File: src/rtl/jtag_user_dr_regfile.sv
// JTAG user data-register engine behind a BSCANE2 TAP wrapper, clocked by tck.
// Each DR scan carries one framed {data, addr, wr} transaction into a small control regfile.
module jtag_user_dr_regfile #(
  parameter int unsigned       DATA_W   = 32,
  parameter int unsigned       ADDR_W   = 2,
  parameter int unsigned       NUM_REGS = 4,
  parameter logic [DATA_W-1:0] REG_INIT = '0
) (
  input  logic                         tck,
  input  logic                         jtag_rst_n,
  input  logic                         tap_reset,
  input  logic                         capture_dr,
  input  logic                         shift_dr,
  input  logic                         update_dr,
  input  logic                         tdi,
  output logic                         tdo,
  input  logic [NUM_REGS*DATA_W-1:0]   rd_data,
  output logic [NUM_REGS*DATA_W-1:0]   reg_q,
  output logic                         wr_stb,
  output logic [ADDR_W-1:0]            wr_addr,
  output logic                         err
);

  localparam int unsigned FRAME_W = 1 + ADDR_W + DATA_W;
  localparam int unsigned CNT_W   = $clog2(FRAME_W + 2);

  localparam logic [CNT_W-1:0]  CNT_FULL   = CNT_W'(FRAME_W);
  localparam logic [CNT_W-1:0]  CNT_MAX    = CNT_W'(FRAME_W + 1);
  localparam logic [ADDR_W:0]   NUM_REGS_W = (ADDR_W + 1)'(NUM_REGS);

  typedef struct packed {
    logic [DATA_W-1:0] data;
    logic [ADDR_W-1:0] addr;
    logic              wr;
  } frame_t;

  logic [FRAME_W-1:0] sr;
  logic [CNT_W-1:0]   cnt;
  logic [ADDR_W-1:0]  rd_ptr;
  logic [DATA_W-1:0]  regs [NUM_REGS];
  logic [DATA_W-1:0]  rd_word;
  frame_t             frame;
  logic               frame_ok;
  logic               addr_ok;
  logic               commit;

  assign tdo      = sr[0];
  assign frame    = sr;
  assign addr_ok  = ({1'b0, frame.addr} < NUM_REGS_W);

  // Only one TAP event acts per cycle; priority tap_reset > capture > shift > update.
  assign frame_ok = !tap_reset && !capture_dr && !shift_dr && update_dr && (cnt == CNT_FULL);
  assign commit   = frame_ok && addr_ok && frame.wr;

  // Readback mux; unimplemented addresses read as zero.
  always_comb begin
    rd_word = '0;
    for (int i = 0; i < int'(NUM_REGS); i++) begin
      if (rd_ptr == ADDR_W'(i)) rd_word = rd_data[i*DATA_W +: DATA_W];
    end
  end

  // Scan chain, bit counter, read pointer and status.
  always_ff @(posedge tck or negedge jtag_rst_n) begin
    if (!jtag_rst_n) begin
      sr      <= '0;
      cnt     <= '0;
      rd_ptr  <= '0;
      err     <= 1'b0;
      wr_stb  <= 1'b0;
      wr_addr <= '0;
    end else begin
      wr_stb <= 1'b0;
      if (tap_reset) begin
        sr  <= '0;
        cnt <= '0;
        err <= 1'b0;
      end else if (capture_dr) begin
        // err is read-to-clear: its old value leaves on the first tdo bit.
        sr  <= {rd_word, rd_ptr, err};
        cnt <= '0;
        err <= 1'b0;
      end else if (shift_dr) begin
        sr <= {tdi, sr[FRAME_W-1:1]};
        if (cnt != CNT_MAX) cnt <= cnt + CNT_W'(1);
      end else if (update_dr) begin
        if (cnt == CNT_FULL) begin
          rd_ptr <= frame.addr;
          if (!addr_ok) begin
            err <= 1'b1;
          end else if (frame.wr) begin
            wr_addr <= frame.addr;
            wr_stb  <= 1'b1;
          end
        end else begin
          err <= 1'b1;
        end
      end
    end
  end

  // Control registers; tap_reset deliberately leaves them intact.
  always_ff @(posedge tck or negedge jtag_rst_n) begin
    if (!jtag_rst_n) begin
      for (int i = 0; i < int'(NUM_REGS); i++) regs[i] <= REG_INIT;
    end else if (commit) begin
      for (int i = 0; i < int'(NUM_REGS); i++) begin
        if (frame.addr == ADDR_W'(i)) regs[i] <= frame.data;
      end
    end
  end

  for (genvar g = 0; g < int'(NUM_REGS); g++) begin : g_reg_q
    assign reg_q[g*DATA_W +: DATA_W] = regs[g];
  end

endmodule

File: config.mk
export PLATFORM = sky130hd
export DESIGN_NAME = jtag_user_dr_regfile
export DESIGN_NICKNAME = d
export VERILOG_FILES = /design/src/rtl/jtag_user_dr_regfile.sv
export SDC_FILE = /design/constraint.sdc
export NUM_CORES = 1
export LEC_CHECK = 0
export BUFFER_PORTS_ARGS = -buffer_cell sky130_fd_sc_hd__buf_2
export CORE_MARGIN = 5
export CORE_UTILIZATION = 47
export CTS_CLUSTER_DIAMETER = 120
export DETAILED_ROUTE_END_ITERATION = 10
export HOLD_SLACK_MARGIN = 0.12
export PLACE_DENSITY_LB_ADDON = 0.15
export SYNTH_ARGS = -nofsm -noshare
export SYNTH_HDL_FRONTEND = slang
export SYNTH_SLANG_ARGS = --single-unit
File: constraint.sdc
create_clock -name tck -period 1.8 [get_ports tck]
set_input_delay 0.09 -clock tck [delete_from_list [all_inputs] [get_ports tck]]
set_output_delay 0.09 -clock tck [all_outputs]
set_load 0.01 [all_outputs]
==> metrics, run 1 <==
width of the die 145 µm; # port buffers 267; Worst R2R End reg_q[24]; met3 usage 6.14%; final period utilization 98.3%; power density cells 760 nW/µm²; Synth top area share 51.1%; Critical path buffers and inverters 2; Final Hold Viols 0; DRC Markers 0; gpl congestion 0.780; largest area contributor in the netlist dfrtp_1; Fill cells 1406; TritonCTS buffer count 17; CP max FO 21; grt peak-use layer met2; crit-path cells ha_2, nor4b_4, buf_6, nand4_4, buf_12, mux2_4; Worst Tran Pin Value 456 ps; worst hold margin 135 ps; Total GRT Usage 22.1%; status completed; 1st-iter DRT viols 278; RSZ-0062 raised after global routing yes; critical path launch point type flip-flop; ranking of synthesized cells by area dfrtp_1, mux2_4, mux4_2; post-synthesis register bit count 175; Hold Crit Start rd_data[121]; post-route minimum period 1770 ps; I/O pins 268; GR Util met2 37.1%; slowest stage delay, CP 390 ps; met1 Use GR 28.1%; antenna viol nets, final 0; Slew headroom 69.6%; initial antenna violation count 0; sequential area share after synthesis 51.1%; reg-to-reg startpoint cnt[0]; total gr overflow 0; max_cap viols 0; P&R area growth vs syn 31.1%; global-route wire length before repair 37000 µm; root buffer cell clkbuf_16; worst hold stages 4; reg-to-reg setup timing slack 30 ps; synthesized area per cell 16.1 µm²; DR pass1 iterations 5; WP data required 2110 ps; prevailing post-synth register cell dfrtp_1; Reg2Reg Depth 6; H-tree Lvls 4; Chip Height 145 µm; largest net degree at the start of global routing 70; Routed WL 23100 µm; initial core utilization 47.7%; leakage power 6.29 nW; clk slew on worst S/H paths 70 ps; WL per Instance 21.4 µm; Util after Layout 62.5%; Mapped Area 8560 µm²; Crit path depth 6; Yosys warnings 0; critical path type flip-flop to flip-flop; fmax 565 MHz; Hold EP frame[28]; Worst EP arrival 2080 ps; Worst Setup End Kind flip-flop; slowest cell on the critical path dfrtp_1; via count 5777; syn nets 669; antenna cell count 0; peak supply drop 0.666 mV; most common cell after layout, fill and taps aside buf_2; Max Clock Skew 10.8 ps; Final nets 977; CORE AREA 18000 µm²; Register Area 4380 µm²; vias per cell 5.34; critical path startpoint cnt[0]; multi-input logic area 3940 µm²; vias in the first global route 6471; CTS Buffer Depth 2; layout cells sized above 1 63.7%; Rows 49; clock latency on the worst-skew pair 430 ps; most frequent cells in the layout buf_2, dfrtp_1, mux2_4, mux2_2, nor2_1; Hold Crit Class primary input to flip-flop; Clock Sinks 175; post-synth cell types 33; Post-DP HPWL 16700 µm; CP top delay family buffers and inverters; CTS tree done; post-synthesis instance total 532; ys async rst share 100%; final setup fails 0; Slew Limit Fails 0; number of synthesized flops with an enable pin 0; Die Area 21000 µm²
cells in the mapped netlist (3+ instances only):
library cell and number:
buf_6 13, inv_1 4, nand2_1 3, mux2_2 46
nand4_1 4, buf_2 7, nand4_4 4, nor2_1 40
dfrtp_1 175, buf_1 4, mux2i_1 35, clkbuf_1 11
a21oi_1 4, nand3_1 5, mux2_4 120, mux4_2 32
flip-flops by register name, summed over array words and instances (netlist names):
signal	flops
wr_stb	1
err	1
frame	35
cnt	6
wr_addr	2
rd_ptr	2
reg_q	128
metrics by stage:
step	std cells	setup TNS (ps)	cell area (µm²)	power (mW)	worst slack (ps)
after floorplan	532	-21820	8570	4.37	-191
after global placement	1023	0	10300	4.67	41.6
after detailed placement	1023	-252	10300	4.70	-17.4
after CTS	1080	-0.424	11200	8.63	-0.424
after global routing	1082	-2140	11200	8.84	-45.2
final	1082	0	11200	8.53	30.9
timing repair:
action / 4_1_cts / 5_1_grt
resized for setup: 1 / 3
setup buffers: 0 / 3
hold buffers: 25 / 0
pin swaps: 1 / 0
setup endpoints to repair: 67 / 135
endpoints found under the hold margin: 189 / 0
cell type report:
type,instances,share of cell area [%]
Clock buffer,18,3.91
Tap cell,229,2.55
Clock inverter,14,1.65
Timing Repair Buffer,324,17.6
Multi-Input combinational cell,318,35.1
Inverter,4,0.134
Sequential cell,175,39.0
worst min-delay path: stages:
cell and delay [ps]:
buf_2 70, mux4_2 220, mux2i_1 60, nor2_1 80
power by group:
| part | switching [mW] | leakage, nW | internal, mW |
|---|---|---|---|
| sequential | 0.0842 | 2.42 | 3.98 |
| clock | 1.62 | 0.304 | 2.25 |
| combinational | 0.277 | 3.56 | 0.327 |
metal layers:
| layer | part of all wire (%) | vias up |
|---|---|---|
| met4 | 1.4 | 0 |
| met1 | 42 | 2968 |
| met5 | 0 | - |
| met2 | 51 | 212 |
| met3 | 5.7 | 22 |
| li1 | - | 2575 |
how the worst max path moves through the flow:
stage	to	slack, ps
2_1_floorplan	reg_q[107]	-190
3_3_place_gp	reg_q[36]	40
3_5_place_dp	reg_q[89]	-20
4_1_cts	reg_q[89]	-0.4
5_1_grt	reg_q[94]	-50
6_report	reg_q[24]	30
kinds of logic (layout without fill, tap and decap cells):
kind of cell	Yosys count	in the layout	synth area share, %
and+or+nand+nor	72	72	5.17
adders and majority gates	2	2	0.292
xor gates and xnor gates	1	1	0.102
AOI/OAI and AO/OA	10	10	0.745
muxes	233	233	39.6
DFF	175	175	51.1
buffers and inverters	39	360	2.95
No activity file was read; power rests on OpenSTA's default activity.
==> run 2, diff against run 1 <==
--- a/config.mk
+++ b/config.mk
@@ -7,7 +7,7 @@
 export LEC_CHECK = 0
 export BUFFER_PORTS_ARGS = -buffer_cell sky130_fd_sc_hd__buf_2
 export CORE_MARGIN = 5
-export CORE_UTILIZATION = 47
+export CORE_UTILIZATION = 43
 export CTS_CLUSTER_DIAMETER = 120
 export DETAILED_ROUTE_END_ITERATION = 10
 export HOLD_SLACK_MARGIN = 0.12
==> metrics, run 2 (synthesized netlist as in run 1, its figures left out) <==
max_cap viols 0 (unchanged); placed instance area 10400 µm² (+0.58%); Post-DP HPWL 16200 µm (-2.7%); # port buffers 267 (unchanged); DR pass1 iterations 4 (-1); CTS tree done; Hold Crit Class primary input to async pin; layout cells sized above 1 64.6% (+0.93 points); worst hold margin 137 ps (+1.55 ps); most common cell after layout, fill and taps aside buf_2; Slew headroom 66.5% (-3.1 points); via count 5648 (-2.2%); H-tree Lvls 4 (unchanged); Final Hold Viols 0 (unchanged); Util after Layout 57.1% (-5.4 points); Die Area 22800 µm² (+8.6%); pre-CTS WS -22.0 ps (-4.60 ps); setup ws final 14.1 ps (-16.8 ps); largest net degree at the start of global routing 68 (-2.9%); Worst R2R End reg_q[116]; Chip Height 151 µm (+4.2%); antenna viol nets, final 0 (unchanged); critical path type flip-flop to flip-flop; Largest register FFs 128 (unchanged); Reg2Reg Depth 6 (unchanged); status completed; initial core utilization 43.9% (-3.8 points); width of the die 151 µm (+4.2%); reg-to-reg startpoint cnt[0]; vias in the first global route 6222 (-3.8%); global-route wire length before repair 34600 µm (-6.3%); TNS Setup 0 ps (unchanged); WL per Instance 20.5 µm (-4.2%); CTS Buffer Depth 2 (unchanged); CORE AREA 19500 µm² (+8.7%); critical path launch point type flip-flop; final instance area 11100 µm² (-0.73%); DRC Markers 0 (unchanged); P&R area growth vs syn 30.1%; clk slew on worst S/H paths 70 ps (about the same); initial antenna violation count 0 (unchanged); power density cells 776 nW/µm² (+2.1%); vias per cell 5.14 (-3.7%); final period utilization 99.2% (+0.93 points); gpl congestion 0.779 (about the same); Worst Tran Pin Value 502 ps (+46.1 ps); total gr overflow 0 (unchanged); Worst Setup End Kind flip-flop; Total GRT Usage 19.8% (-2.2 points); Inst Count DP 1056 (+3.2%); Final nets 957 (-2.0%); Worst EP arrival 2090 ps (about the same); Finished Layout Cells 1098 (+1.5%); reg-to-reg setup timing slack 10 ps (-20 ps); Slew Limit Fails 0 (unchanged); Clock Sinks 175 (unchanged); worst setup path endpoint reg_q[116]; TritonCTS buffer count 17 (unchanged); Routed WL 22500 µm (-2.7%); fmax 560 MHz (-0.94%); Rows 51 (+4.1%); post-route minimum period 1790 ps (+16.8 ps); RSZ-0062 raised after global routing yes; critical path startpoint cnt[0]; final setup fails 0 (unchanged); root buffer cell clkbuf_16; WP data required 2110 ps (about the same); I/O pins 268 (unchanged); most frequent cells in the layout buf_2, dfrtp_1, mux2_4, mux2_2, nor2_1; clock latency on the worst-skew pair 430 ps (about the same); CP max FO 21 (unchanged); peak supply drop 0.596 mV (-11%); Max Clock Skew 10.4 ps (-0.348 ps); leakage power 6.22 nW (-1.0%); antenna cell count 0 (unchanged); 1st-iter DRT viols 240 (-14%); total power 8.65 mW (+1.4%)
run 2: cell count changes in the layout (fill, tap and decap cells not counted), sizes merged:
cell,before,now
inv,6,10
buf,300,296
clkinv,8,2
dlygate4sd3,24,8
bufinv,3,4
clkbuf,18,19
run 2: worst max-delay path, cell delays in order (launching register included):
cell and delay, ps:
dfrtp_1 380, ha_2 190, nor4b_4 240, buf_12 170
nand4_4 140, buf_12 210, mux2_4 310
run 2: power by group:
group	switching [mW]	internal [mW]	total, mW
clock network	1.62	2.40	4.02
registers	0.0814	3.98	4.06
logic	0.266	0.304	0.570
run 2: how the worst min path moves through the flow:
stage	to	slack [ps]
5_1_grt	frame[15]	140
6_report	reg_q[56]	140
2_1_floorplan	cnt[0]	-210
3_3_place_gp	reg_q[87]	20
4_1_cts	frame[5]	120
3_5_place_dp	reg_q[87]	30
run 2: final cells by class:
cell class	count	area [µm²]
fill	1616	8380
sequential	175	4380
multi-input combinational	318	3940
timing repair buffer	304	1830
clock buffer	19	443
tap	265	332
clock inverter	13	199
inverter	4	15.0
run 2: metal layers:
layer	routed length [µm]	part of all wire [%]	track usage [%]	vias up
met2	11200	50	33.4	207
met1	9310	41	25.2	2876
met3	1490	6.6	4.79	33
met4	454	2.0	6.71	0
li1	-	-	-	2532
met5	0	0	0	-
run 2: timing repair:
| item | 4_1_cts | 5_1_grt |
|---|---|---|
| setup endpoints to repair | 120 | 129 |
| gates resized for setup | 1 | 5 |
| endpoints found under the hold margin | 184 | 0 |
| hold buffers | 8 | 0 |
| setup buffers | 1 | 1 |
==> run 3, diff against run 2 <==
--- a/config.mk
+++ b/config.mk
@@ -5,11 +5,11 @@
 export SDC_FILE = /design/constraint.sdc
 export NUM_CORES = 1
 export LEC_CHECK = 0
-export BUFFER_PORTS_ARGS = -buffer_cell sky130_fd_sc_hd__buf_2
 export CORE_MARGIN = 5
 export CORE_UTILIZATION = 43
 export CTS_CLUSTER_DIAMETER = 120
 export DETAILED_ROUTE_END_ITERATION = 10
+export DONT_BUFFER_PORTS = 1
 export HOLD_SLACK_MARGIN = 0.12
 export PLACE_DENSITY_LB_ADDON = 0.15
 export SYNTH_ARGS = -nofsm -noshare
==> metrics, run 3 (synthesized netlist as in run 1, its figures left out) <==
status complete, but fails checks; failing checks negative hold slack; GR Util met2 33.5% (+0.067 points); RSZ-0062 raised after global routing yes; vias in the first global route 5765 (-7.3%); Hold Crit Class primary input to async pin; crit-path cells dlygate4sd3_1, buf_16, nor4b_4, buf_6, nand4_4, buf_12, mux2_4; final instance area 11000 µm² (-1.2%); width of the die 151 µm (unchanged); Worst Setup End Kind flip-flop; TritonCTS buffer count 17 (unchanged); Slew headroom 65.1% (-1.4 points); Slew Limit Fails 0 (unchanged); Critical path buffers and inverters 4 (+2); initial antenna violation count 0 (unchanged); Routed WL 22500 µm (+0.22%); WL per Instance 23.6 µm (+15%); Worst EP arrival 2110 ps (+20 ps); H-tree Lvls 4 (unchanged); clock latency on the worst-skew pair 430 ps (about the same); most common cell after layout, fill and taps aside dfrtp_1; CP max FO 41 (+95%); max_cap viols 0 (unchanged); fmax 556 MHz (-0.69%); Post-DP HPWL 14400 µm (-11%); power density cells 776 nW/µm² (about the same); Clock Sinks 175 (unchanged); met3 usage 6.19% (+1.4 points); total power 8.55 mW (-1.2%); gpl congestion 0.749 (-3.9%); Total GRT Usage 19.9% (+0.086 points); CORE AREA 19500 µm² (unchanged); critical path launch point type primary input; slowest cell on the critical path dlygate4sd3_1; via count 5126 (-9.2%); largest net degree at the start of global routing 176 (+160%); P&R area growth vs syn 28.5%; met1 Use GR 24.4% (-0.74 points); Worst Tran Pin Value 524 ps (+21.7 ps); layout cells sized above 1 38.8% (-26 points); CTS Buffer Depth 2 (unchanged); multi-input logic area 3930 µm² (-0.22%); Largest register FFs 128 (unchanged); CP top delay family buffers and inverters; Max Clock Skew 10.5 ps (+0.134 ps); vias per cell 5.37 (+4.5%); Final nets 812 (-15%); Util after Layout 56.4% (-0.70 points); critical path type primary input to flip-flop; grt peak-use layer met2; Die Area 22800 µm² (unchanged); total gr overflow 0 (unchanged); Rows 51 (unchanged); slowest stage delay, CP 600 ps (+220 ps); placed instance area 8930 µm² (-14%); post-route minimum period 1800 ps (+12.4 ps); antenna viol nets, final 0 (unchanged); Register Area 4380 µm² (unchanged); hold_buf cts 137 (+129); leakage power 5.44 nW (-12%); worst hold margin -650 ps (-787 ps); # port buffers 0 (-100%); DR pass1 iterations 4 (unchanged); most frequent cells in the layout dfrtp_1, dlygate4sd3_1, mux2_4, mux2_2, nor2_1; peak supply drop 0.596 mV (about the same); final setup fails 0 (unchanged); Fill cells 1554 (-3.8%); clk slew on worst S/H paths 70 ps (about the same); root buffer cell clkbuf_16; final period utilization 99.9% (+0.69 points); DRC Markers 0 (unchanged); Final Hold Viols 175 (+175); initial core utilization 43.9% (unchanged); WP data required 2110 ps (about the same); CTS tree done; I/O pins 268 (unchanged); Chip Height 151 µm (unchanged); 1st-iter DRT viols 215 (-10%); global-route wire length before repair 34200 µm (-1.3%)
-- run 3: per-stage QoR --
stage,std cells,setup TNS [ps],setup WS [ps]
3_5_place_dp,783,-112,-10.5
2_1_floorplan,532,-21820,-191
4_1_cts,952,0,0.0151
5_1_grt,953,-9310,-102
3_3_place_gp,783,0,22.8
6_report,954,0,1.73
-- run 3: report_power, final --
group          total (mW)  switching (mW)  leakage [nW]  internal [mW]
sequential           4.06          0.0833          2.42           3.98
clock                3.92            1.77         0.312           2.15
combinational       0.567           0.189          2.71          0.378
total                8.55            2.04          5.44           6.51
-- run 3: final cells by class --
type / instances / share of cell area [%]
Sequential cell: 175 / 39.8
Antenna cell: 1 / 0.0227
Multi-Input combinational cell: 318 / 35.7
Timing Repair Buffer: 159 / 15.4
Clock buffer: 17 / 3.86
Tap cell: 265 / 3.01
Inverter: 4 / 0.136
Clock inverter: 15 / 1.99
-- run 3: worst register-to-register path, cell delays in order (launching register included) --
cell	delay [ps]
dfrtp_1	390
ha_2	200
nor4b_4	200
buf_6	190
nand4_4	150
buf_12	210
mux2_4	340
-- run 3: final timing paths --
path,start,to,slack (ps),depth (start not counted)
setup / recovery,capture_dr,reg_q[50],2,7
hold / removal,jtag_rst_n,reg_q[23],-650,0
setup reg to reg,cnt[0],reg_q[50],10,6
hold reg to reg,reg_q[120],reg_q[120],590,1
max in group asynchronous,jtag_rst_n,reg_q[58],1980,0
min in group tck,update_dr,wr_stb,230,3
-- run 3: repair_timing --
| action | 4_1_cts | 5_1_grt |
|---|---|---|
| setup endpoints to repair | 77 | 128 |
| endpoints found under the hold margin | 220 | 175 |
| buffers inserted | 0 | 1 |
| resized for setup | 1 | 0 |
-- run 3: per-layer routing --
layer	wire, µm	part of all wire, %	vias to the layer above
li1	-	-	2245
met4	374	1.7	0
met2	11500	51	216
met1	8800	39	2640
met5	0	0	-
met3	1800	8.0	25
